==> config.mk <==
export PLATFORM = sky130hd
export DESIGN_NAME = bus_grant_watchdog
export DESIGN_NICKNAME = d
export VERILOG_FILES = /design/src/rtl/bus_pkg.sv /design/src/rtl/ready_watchdog.sv /design/src/rtl/bus_grant_watchdog.sv
export SDC_FILE = /design/constraint.sdc
export NUM_CORES = 1
export LEC_CHECK = 0
export ABC_AREA = 1
export CELL_PAD_IN_SITES_DETAIL_PLACEMENT = 1
export CELL_PAD_IN_SITES_GLOBAL_PLACEMENT = 1
export CORE_UTILIZATION = 39
export CTS_BUF_LIST = sky130_fd_sc_hd__clkbuf_16
export CTS_CLUSTER_DIAMETER = 120
export DETAILED_ROUTE_END_ITERATION = 10
export PLACE_DENSITY = 0.84
export SLEW_MARGIN = 20
export SYNTH_ARGS = -nofsm -noshare
export SYNTH_HDL_FRONTEND = slang
export SYNTH_SLANG_ARGS = --single-unit
export TNS_END_PERCENT = 20
==> constraint.sdc <==
create_clock -name clk -period 1.7 [get_ports clk]
set_input_delay 0.34 -clock clk [delete_from_list [all_inputs] [get_ports clk]]
set_output_delay 0.34 -clock clk [all_outputs]
set_load 0.1 [all_outputs]
==> src/rtl/bus_pkg.sv <==
// Shared types and defaults for the bus grant watchdog and its ready-timeout counter.
package bus_pkg;

    // Arbiter states: a granted transaction always passes through RELEASE or ABORT
    // before the bus returns to IDLE, which gives the 2-cycle minimum gap between grants.
    typedef enum logic [1:0] {
        IDLE    = 2'd0,
        GRANT   = 2'd1,
        RELEASE = 2'd2,
        ABORT   = 2'd3
    } arb_state_t;

    localparam int DEFAULT_TIMEOUT     = 100;
    localparam int DEFAULT_NUM_MASTERS = 2;

    // Counter width that can hold every value up to and including the timeout.
    function automatic int wd_width(input int timeout);
        return $clog2(timeout + 1);
    endfunction

endpackage

==> src/rtl/ready_watchdog.sv <==
// Ready-timeout counter: counts consecutive cycles without slave ready while enabled
// and flags the cycle in which the limit is reached.
module ready_watchdog
    import bus_pkg::*;
#(
    parameter int TIMEOUT = DEFAULT_TIMEOUT
) (
    input  logic clk,
    input  logic rstN,
    input  logic enable,
    input  logic ready,
    output logic expire
);

    localparam int            CW   = wd_width(TIMEOUT);
    localparam logic [CW-1:0] TERM = CW'(TIMEOUT - 1);

    logic [CW-1:0] cnt_q;
    logic [CW-1:0] cnt_d;

    // Next count: held at zero while disabled, restarted by any ready cycle,
    // otherwise incremented and saturated at the terminal value.
    always_comb begin
        cnt_d = cnt_q;
        if (!enable || ready) begin
            cnt_d = '0;
        end else if (cnt_q != TERM) begin
            cnt_d = cnt_q + CW'(1);
        end
    end

    // Counter register.
    always_ff @(posedge clk or negedge rstN) begin
        if (!rstN) begin
            cnt_q <= '0;
        end else begin
            cnt_q <= cnt_d;
        end
    end

    // A ready in the terminal cycle rescues the transaction, so it masks expiry.
    assign expire = enable && !ready && (cnt_q == TERM);

endmodule

==> src/rtl/bus_grant_watchdog.sv <==
// Round-robin bus access controller with a per-transaction slave-ready watchdog.
// One slave port is shared between NUM_MASTERS requesters; a transaction that sees no
// slave ready for TIMEOUT cycles is aborted and the offending master gets a sticky error.
module bus_grant_watchdog
    import bus_pkg::*;
#(
    parameter int NUM_MASTERS = DEFAULT_NUM_MASTERS,
    parameter int TIMEOUT     = DEFAULT_TIMEOUT
) (
    input  logic                           clk,
    input  logic                           rstN,
    input  logic [NUM_MASTERS-1:0]         req,
    input  logic [NUM_MASTERS-1:0]         done,
    input  logic                           slave_ready,
    input  logic [NUM_MASTERS-1:0]         err_clr,
    output logic [NUM_MASTERS-1:0]         grant,
    output logic [$clog2(NUM_MASTERS)-1:0] grant_id,
    output logic                           busy,
    output logic                           abort,
    output logic [NUM_MASTERS-1:0]         err
);

    localparam int IDW = $clog2(NUM_MASTERS);

    // First requester strictly after ptr, wrapping; ptr itself has lowest priority.
    // Walking from farthest to nearest lets the nearest hit overwrite the others.
    function automatic logic [IDW-1:0] rr_pick(input logic [NUM_MASTERS-1:0] r,
                                               input logic [IDW-1:0]         ptr);
        logic [IDW-1:0] pick;
        int             idx;
        pick = ptr;
        for (int i = NUM_MASTERS; i >= 1; i--) begin
            idx = (int'(ptr) + i) % NUM_MASTERS;
            if (r[idx]) begin
                pick = IDW'(idx);
            end
        end
        return pick;
    endfunction

    function automatic logic [NUM_MASTERS-1:0] to_onehot(input logic [IDW-1:0] id);
        logic [NUM_MASTERS-1:0] v;
        v     = '0;
        v[id] = 1'b1;
        return v;
    endfunction

    arb_state_t             state_q;
    logic [NUM_MASTERS-1:0] grant_q;
    logic [IDW-1:0]         grant_id_q;
    logic [IDW-1:0]         rr_ptr_q;
    logic                   busy_q;
    logic                   abort_q;
    logic [NUM_MASTERS-1:0] err_q;
    logic [NUM_MASTERS-1:0] err_d;

    logic                   wd_en;
    logic                   wd_expire;
    logic [IDW-1:0]         sel;
    logic                   any_req;
    logic                   xfer_end;
    logic                   timeout_hit;
    logic [NUM_MASTERS-1:0] err_set;

    // The watchdog only runs while a master owns the bus; IDLE clears it so
    // every grant starts from zero.
    assign wd_en = (state_q == GRANT);

    ready_watchdog #(
        .TIMEOUT (TIMEOUT)
    ) u_wd (
        .clk     (clk),
        .rstN    (rstN),
        .enable  (wd_en),
        .ready   (slave_ready),
        .expire  (wd_expire)
    );

    // Arbitration pick and transaction exit decode. Only the granted master's
    // done/req matter; a completing transaction takes priority over a timeout.
    always_comb begin
        sel         = rr_pick(req, rr_ptr_q);
        any_req     = |req;
        xfer_end    = done[grant_id_q] || !req[grant_id_q];
        timeout_hit = wd_expire && !xfer_end;
        err_set     = '0;
        if (timeout_hit) begin
            err_set = to_onehot(grant_id_q);
        end
    end

    // Arbiter FSM with registered grant/busy/abort outputs; abort defaults low
    // so it can only ever be a single-cycle pulse.
    always_ff @(posedge clk or negedge rstN) begin
        if (!rstN) begin
            state_q    <= IDLE;
            grant_q    <= '0;
            grant_id_q <= '0;
            busy_q     <= 1'b0;
            abort_q    <= 1'b0;
            rr_ptr_q   <= IDW'(NUM_MASTERS - 1);
        end else begin
            abort_q <= 1'b0;
            case (state_q)
                IDLE: begin
                    if (any_req) begin
                        state_q    <= GRANT;
                        grant_q    <= to_onehot(sel);
                        grant_id_q <= sel;
                        busy_q     <= 1'b1;
                        rr_ptr_q   <= sel;
                    end
                end
                GRANT: begin
                    if (xfer_end) begin
                        state_q <= RELEASE;
                        grant_q <= '0;
                        busy_q  <= 1'b0;
                    end else if (timeout_hit) begin
                        state_q <= ABORT;
                        grant_q <= '0;
                        busy_q  <= 1'b0;
                        abort_q <= 1'b1;
                    end
                end
                RELEASE: state_q <= IDLE;
                ABORT:   state_q <= IDLE;
                default: state_q <= IDLE;
            endcase
        end
    end

    // Sticky error flags: a timeout set beats a clear of the same bit.
    always_comb begin
        err_d = (err_q & ~err_clr) | err_set;
    end

    // Error flag register.
    always_ff @(posedge clk or negedge rstN) begin
        if (!rstN) begin
            err_q <= '0;
        end else begin
            err_q <= err_d;
        end
    end

    assign grant    = grant_q;
    assign grant_id = grant_id_q;
    assign busy     = busy_q;
    assign abort    = abort_q;
    assign err      = err_q;

endmodule

==> qor.tcl <==
set qor(outcome) {finished, final reports clean}
set qor(max-clock-path-buffers) 2
set qor(pin_count) 16
set qor(crit_arrival_ps) 1520
set qor(post_synth_inst_count) 92
set qor(flow.area_growth_from_synthesis_pct) 43.3
set qor(final_cell_mix) {nand2_1, dfrtp_1, inv_1}
set qor(unrepaired_setup_endpoints_after_global_routing) {no}
set qor(design_power_total_uw) 1850
set qor(post_synth_num_cell_types) 18
set qor(critPathMaxFanout) 9
set qor(r2r_start) {u_wd.cnt_q[0]}
set qor(overall_die_area_um2) 2250
set qor(detail-route-antenna-nets) 0
set qor(grt_antenna_before_repair) 0
set qor(postCtsSetupBuffers) 0
set qor(finalClockSkew_ps) 1.63
set qor(die_x_um) 47.5
set qor(grt_overflow_total) 0
set qor(number_of_h_tree_levels) 1
set qor(post_dp_cell_area_um2) 1080
set qor(fin_setup_tns_ps) 0
set qor(worstReg2RegEnd) {u_wd.cnt_q[6]}
set qor(leading_cell_type_in_the_layout_fill_and_taps_excluded) {nand2_1}
set qor(final_core_utilization) 0.595
set qor(worstMarginPinSlew_ps) 210
set qor(grt_pass1_wl_um) 3040
set qor(std_cell_rows) 16
set qor(synthesis.area_um2) 806
set qor(power-per-cell-area_nw_per_um2) 1600
set qor(synth-edff-count) 0
set qor(post-dp-hpwl_um) 1490
set qor(grt_pass1_vias) 676
set qor(finalMaxSlewViolations) 0
set qor(finish.instance_area_um2) 1150
set qor(yosys_warnings) 0
set qor(cp_slowest_stage_delay_ps) 510
set qor(vias_per_cell) 4.94
set qor(nets) 124
set qor(gp_congestion) 0.715
set qor(cts_num_sinks) 17
set qor(final_hold_violation_count) 0
set qor(p_leak_uw) 0.000568
set qor(synth_async_reset_ratio) 1.00
set qor(cp_data_required_time_ps) 1830
set qor(final.fill_count) 225
set qor(die_height_um) 47.5
set qor(maximum_number_of_pins_on_one_net_before_global_route_repair) 18
set qor(critPathCaptureType) {flop}
set qor(drc_errors) 0
set qor(finalCritPeriodShare) 0.819
set qor(cp_cell_sequence) {clkdlybuf4s50_1 > nor2_8 > nand2_4 > nand2_2 > nand3_2 > nand2_1 > nand2_1}
set qor(cts_buf_count) 3
set qor(design.core.area_um2) 1940
set qor(synth_seq_cells) 17
set qor(maxClockFrequency_ghz) 0.718
set qor(hp-class) {input port to asynchronous set/reset pin}
set qor(max-vdd-ir-drop_v) 0.00118
set qor(routed_wl_um) 1950
set qor(r2r_cells) 7
set qor(initial_util) 0.415
set qor(drtIter0Drc) 3
set qor(criticalPathCategory) {input port to flop}
set qor(timing.critical_path.from_type) {input port}
set qor(clock_tree.root_cell) {clkbuf_16}
set qor(routed-via-count) 691
set qor(tritoncts) {yes}
set qor(ctsResizeCount) 0
set qor(synth_nets) 102
set qor(detail_route.wl_per_cell_um) 13.9
set qor(portBuffers) 15
set qor(antenna-diode-count) 0
set qor(path_clk_slew_ps) 50
set qor(crit_slowest_cell) {clkdlybuf4s50_1}
set qor(synth.avg_cell_area_um2) 8.76
set qor(ff2ff_setup_slack_ps) 320
set qor(grtUsageTotal) 0.201
set qor(later_pin_clock_latency_in_the_skew_report_ps) 240
set qor(period_needed_ps) 1390
set qor(cp_common_cell) {nand2_1}
set qor(quantity_of_hold_fixing_buffers_added_after_cts) 0
set qor(max-cap-violations) 0
set qor(fin_hold_ws_ps) 429
set qor(synth-main-ff-cell) {dfrtp_1}
set qor(synth-seq-area-share) 0.530
set qor(drive_above_1_share) 0.212
set qor(detailedRoute.firstPassIterationCount) 3
set qor(timing.final.setup_violations) 0
set qor(slew_headroom) 0.859
synthesized netlist by cell type (2+ instances only):
library cell / number / area, um2
nand3_1: 7 / 35.0
o22ai_1: 2 / 12.5
nand2_1: 20 / 75.1
a21oi_1: 5 / 25.0
nor2_1: 10 / 37.5
nand3_2: 2 / 20.0
inv_1: 13 / 48.8
nand2_2: 2 / 12.5
dfrtp_1: 16 / 400
o21ai_0: 7 / 35.0
worst max path at each step:
stage	startpoint	endpoint	slack [ps]	cells after the start
floorplan	grant_id	busy	260	6
global placement	slave_ready	grant[1]	150	7
detailed placement	slave_ready	grant[0]	90	7
CTS	slave_ready	busy	300	7
global route	slave_ready	busy	240	7
finish	slave_ready	busy	310	7
flip-flops by register name (all words and copies together) (netlist names):
name        count
err             2
busy            1
abort           1
grant           2
u_wd.cnt_q      7
grant_id        1
state_q         2
rr_ptr_q        1
routing by layer:
layer | vias up | global-route usage | part of all wire
met5 | - | 0 | 0
met4 | 0 | 0.0514 | 0.012
met3 | 2 | 0.0340 | 0.022
met2 | 11 | 0.386 | 0.56
met1 | 343 | 0.227 | 0.40
li1 | 335 | - | -
final cells by class:
class                      count  area (um2)  area share
clock buffer                   3        75.1      0.0650
clock inverter                 1        3.75     0.00325
timing repair buffer          17         235       0.204
inverter                      14        52.6      0.0455
sequential                    17         428       0.371
tap                           27        33.8      0.0293
multi-input combinational     61         327       0.283
logic make-up (layout without fill, tap and decap cells):
kind of cell | count (synthesis) | after routing | synth area share
adder cells (fa/ha/maj) | 1 | 1 | 0.0155
buffers and inverters | 14 | 35 | 0.0652
AND/OR/NAND/NOR | 45 | 45 | 0.289
AO/OA/AOI/OAI | 15 | 15 | 0.101
flip-flops | 17 | 17 | 0.530
critical path, delay by kind of cell:
kind | cells | cell delay (ps)
buf+inv | 1 | 510
simple gates | 6 | 670
per-stage QoR:
step                      setup WS [ps]  std cells
final                               307        140
after global routing                240        140
after global placement              149        136
after floorplan                     262         92
after CTS                           296        140
after detailed placement           94.4        136
power by group:
group	internal, uW	switching [uW]	total (uW)
clock network	312	144	455
logic	275	525	800
registers	503	94.4	597
total	1090	763	1850
(Power assumes the default switching activity.)
==> RTL change (config.mk and constraints unchanged) <==
Change the package constant `DEFAULT_TIMEOUT` from 100 to 150.
--- a/src/rtl/bus_pkg.sv
+++ b/src/rtl/bus_pkg.sv
@@ -10,7 +10,7 @@
         ABORT   = 2'd3
     } arb_state_t;
 
-    localparam int DEFAULT_TIMEOUT     = 100;
+    localparam int DEFAULT_TIMEOUT     = 150;
     localparam int DEFAULT_NUM_MASTERS = 2;
 
     // Counter width that can hold every value up to and including the timeout.
Formal check against the unedited RTL: no difference found for any inputs over 10 cycles, from zero or initial values and one cycle with rstN low; that may be too few to reach the edited logic, so the function may still have changed.
==> RTL change against the original RTL <==
Non-clock buffer count decreased by 1; design area rose by 5.1%; worst setup slack lost 0.011 ns; final cell count rose by 0.71%; fmax is 0.78% lower; hold slack improved by 0.0027 ns; synthesized area is 8.4% higher; count of clock-buffer cells in the layout did not move; sequential cell count grew 1; routed wire length up 20%; power grew 7.7%.
==> RTL change: results (changes against the original RTL) <==
stage;metric;value;unit;change
run_status;status;complete, no violations;;unchanged
synth;sequential fraction of the synthesis area;51.7;%;was 53.0%
setup_path;Max FO, Critical Path;6;;was 9
setup_path;CP peak stage delay;0.40;ns;was 0.51 ns
clock_tree;CTS root buf;clkbuf_16;;unchanged
sta;Setup Skew;0.00140;ns;was 0.00163 ns
synth;async set or reset register ratio after synthesis;100;%;unchanged
pwr;Pleak;0.000551;uW;was 0.000568 uW
setup_path;FF-to-FF End;grant[1];;was u_wd.cnt_q[6]
synth;commonest cells in the netlist;nand2_1 (19), dfrtp_1 (17), inv_1 (9), nor2_1 (9), nand3_1 (6);;was nand2_1 (20), dfrtp_1 (16), inv_1 (13)
detailed_routing;Avg WL per Cell;16.6;um;was 13.9 um
synth;Syn Nets;105;;was 102
detailed_routing;Via Count;752;;was 691
grt;GRT met3 Usage;2.49;%;was 3.40%
placement;IO Port Bufs;15;;unchanged
detailed_routing;Iter 0 DRT Violations;8;;was 3
detailed_routing;DR WL met3;53;um;was 43 um
grt;Tot GR Track Use;22.5;%;was 20.1%
finish;layout cells sized above 1;20.2;%;was 21.2%
grt;M1 GR Usage;27.3;%;was 22.7%
detailed_routing;Metal-1 WL;1010;um;was 785 um
finish;NumNets Final;126;;was 124
setup_path;cells on worst reg2reg path;9;;was 7
sta;Slew Limit Headroom;80.0;%;was 85.9%
clock_tree;Clock transition at path regs;0.05;ns;about the same
finish;max FFs per register;8;;was 7
synth;YS warnings;0;;unchanged
detailed_routing;metal2 WL;1220;um;was 1090 um
pwr;VDD IR-drop max;1.21;mV;was 1.18 mV
setup_path;Critical Path Start Type;flip-flop;;was primary input
setup_path;CP Capture Type;flip-flop;;unchanged
synth;post-synth cell types;25;;was 18
setup_path;Reg2Reg Setup Slack;0.30;ns;was 0.32 ns
finish;Fill cells;232;;was 225
setup_path;Critical Path AT;1.54;ns;was 1.52 ns
grt;largest net degree at the start of global routing;19;;was 18
setup_path;CP max-delay cell;dfrtp_1;;was clkdlybuf4s50_1
finish;Top reg by flops;u_wd.cnt_q;;unchanged
grt;global-route wire length before repair;3960;um;was 3040 um
clock_tree;TritonCTS Buffers;3;;unchanged
min_path;Hold/Removal Path Class;primary input to async pin;;unchanged
grt;initial antenna violation count;0;;unchanged
placement;Post-DP HPWL;1600;um;was 1490 um
clock_tree;CTS Buffer Depth;2;;unchanged
grt;vias in the first global route;849;;was 676
detailed_routing;Pre-antenna DRT Iters;4;;was 3
synth;synth top area cells;dfrtp_1 (49%), nand2_1 (8.2%), inv_1 (3.9%);;was dfrtp_1 (50%), nand2_1 (9.3%), inv_1 (6.1%)
pwr;sw frac;43.0;%;was 41.2%
placement;routability cong.;0.813;;was 0.715
grt;M2 GR Usage;38.8;%;was 38.6%
sta;Hold Worst Slack;0.432;ns;was 0.429 ns
setup_path;reg2reg start;u_wd.cnt_q[1];;was u_wd.cnt_q[0]
-- RTL change: changes by cell type after synthesis, sizes merged, moves of 2 or more --
cell / before / now
inv: 14 / 11
nand3: 9 / 7
nor3: 0 / 2
o21ai: 7 / 5
o22ai: 2 / 4
xor2: 0 / 2
-- RTL change: power by group through the flow --
stage	combinational (uW)	clock, uW	sequential, uW
detailed placement	881	0	629
finish	894	472	628
CTS	904	472	628
floorplan	286	0	899
global placement	858	0	619
global route	950	498	637
-- RTL change: how the worst min path moves through the flow --
stage	cells past startpoint	start	end
final	2	rstN	u_wd.cnt_q[6]
after global routing	2	rstN	u_wd.cnt_q[5]
after CTS	2	rstN	u_wd.cnt_q[6]
after detailed placement	2	rr_ptr_q	rr_ptr_q
after global placement	2	rr_ptr_q	rr_ptr_q
after floorplan	0	rstN	abort
-- RTL change: stage by stage --
step,instances,util [%],setup slack [ns],instance area [um2]
6_report,141,59.4,0.296,1210
2_1_floorplan,94,-,0.0253,873
5_1_grt,141,59.4,0.195,1210
4_1_cts,141,59.4,0.271,1210
3_5_place_dp,137,55.6,0.135,1130
3_3_place_gp,137,55.6,0.174,1130
-- RTL change: area by class of cell --
cell class / instances / area share (%)
multi-input combinational: 65 / 31.3
tap: 27 / 2.78
clock buffer: 3 / 6.19
sequential: 18 / 37.2
inverter: 11 / 3.40
clock inverter: 1 / 0.309
timing repair buffer: 16 / 18.8
-- RTL change: kinds of logic after synthesis --
logic type,Yosys count,share of synthesized area [%]
AOI/OAI and AO/OA,15,9.74
xor gates and xnor gates,2,2.01
adders and majority gates,2,2.86
buffers and inverters,11,4.73
DFF,18,51.7
and+or+nand+nor,46,28.9
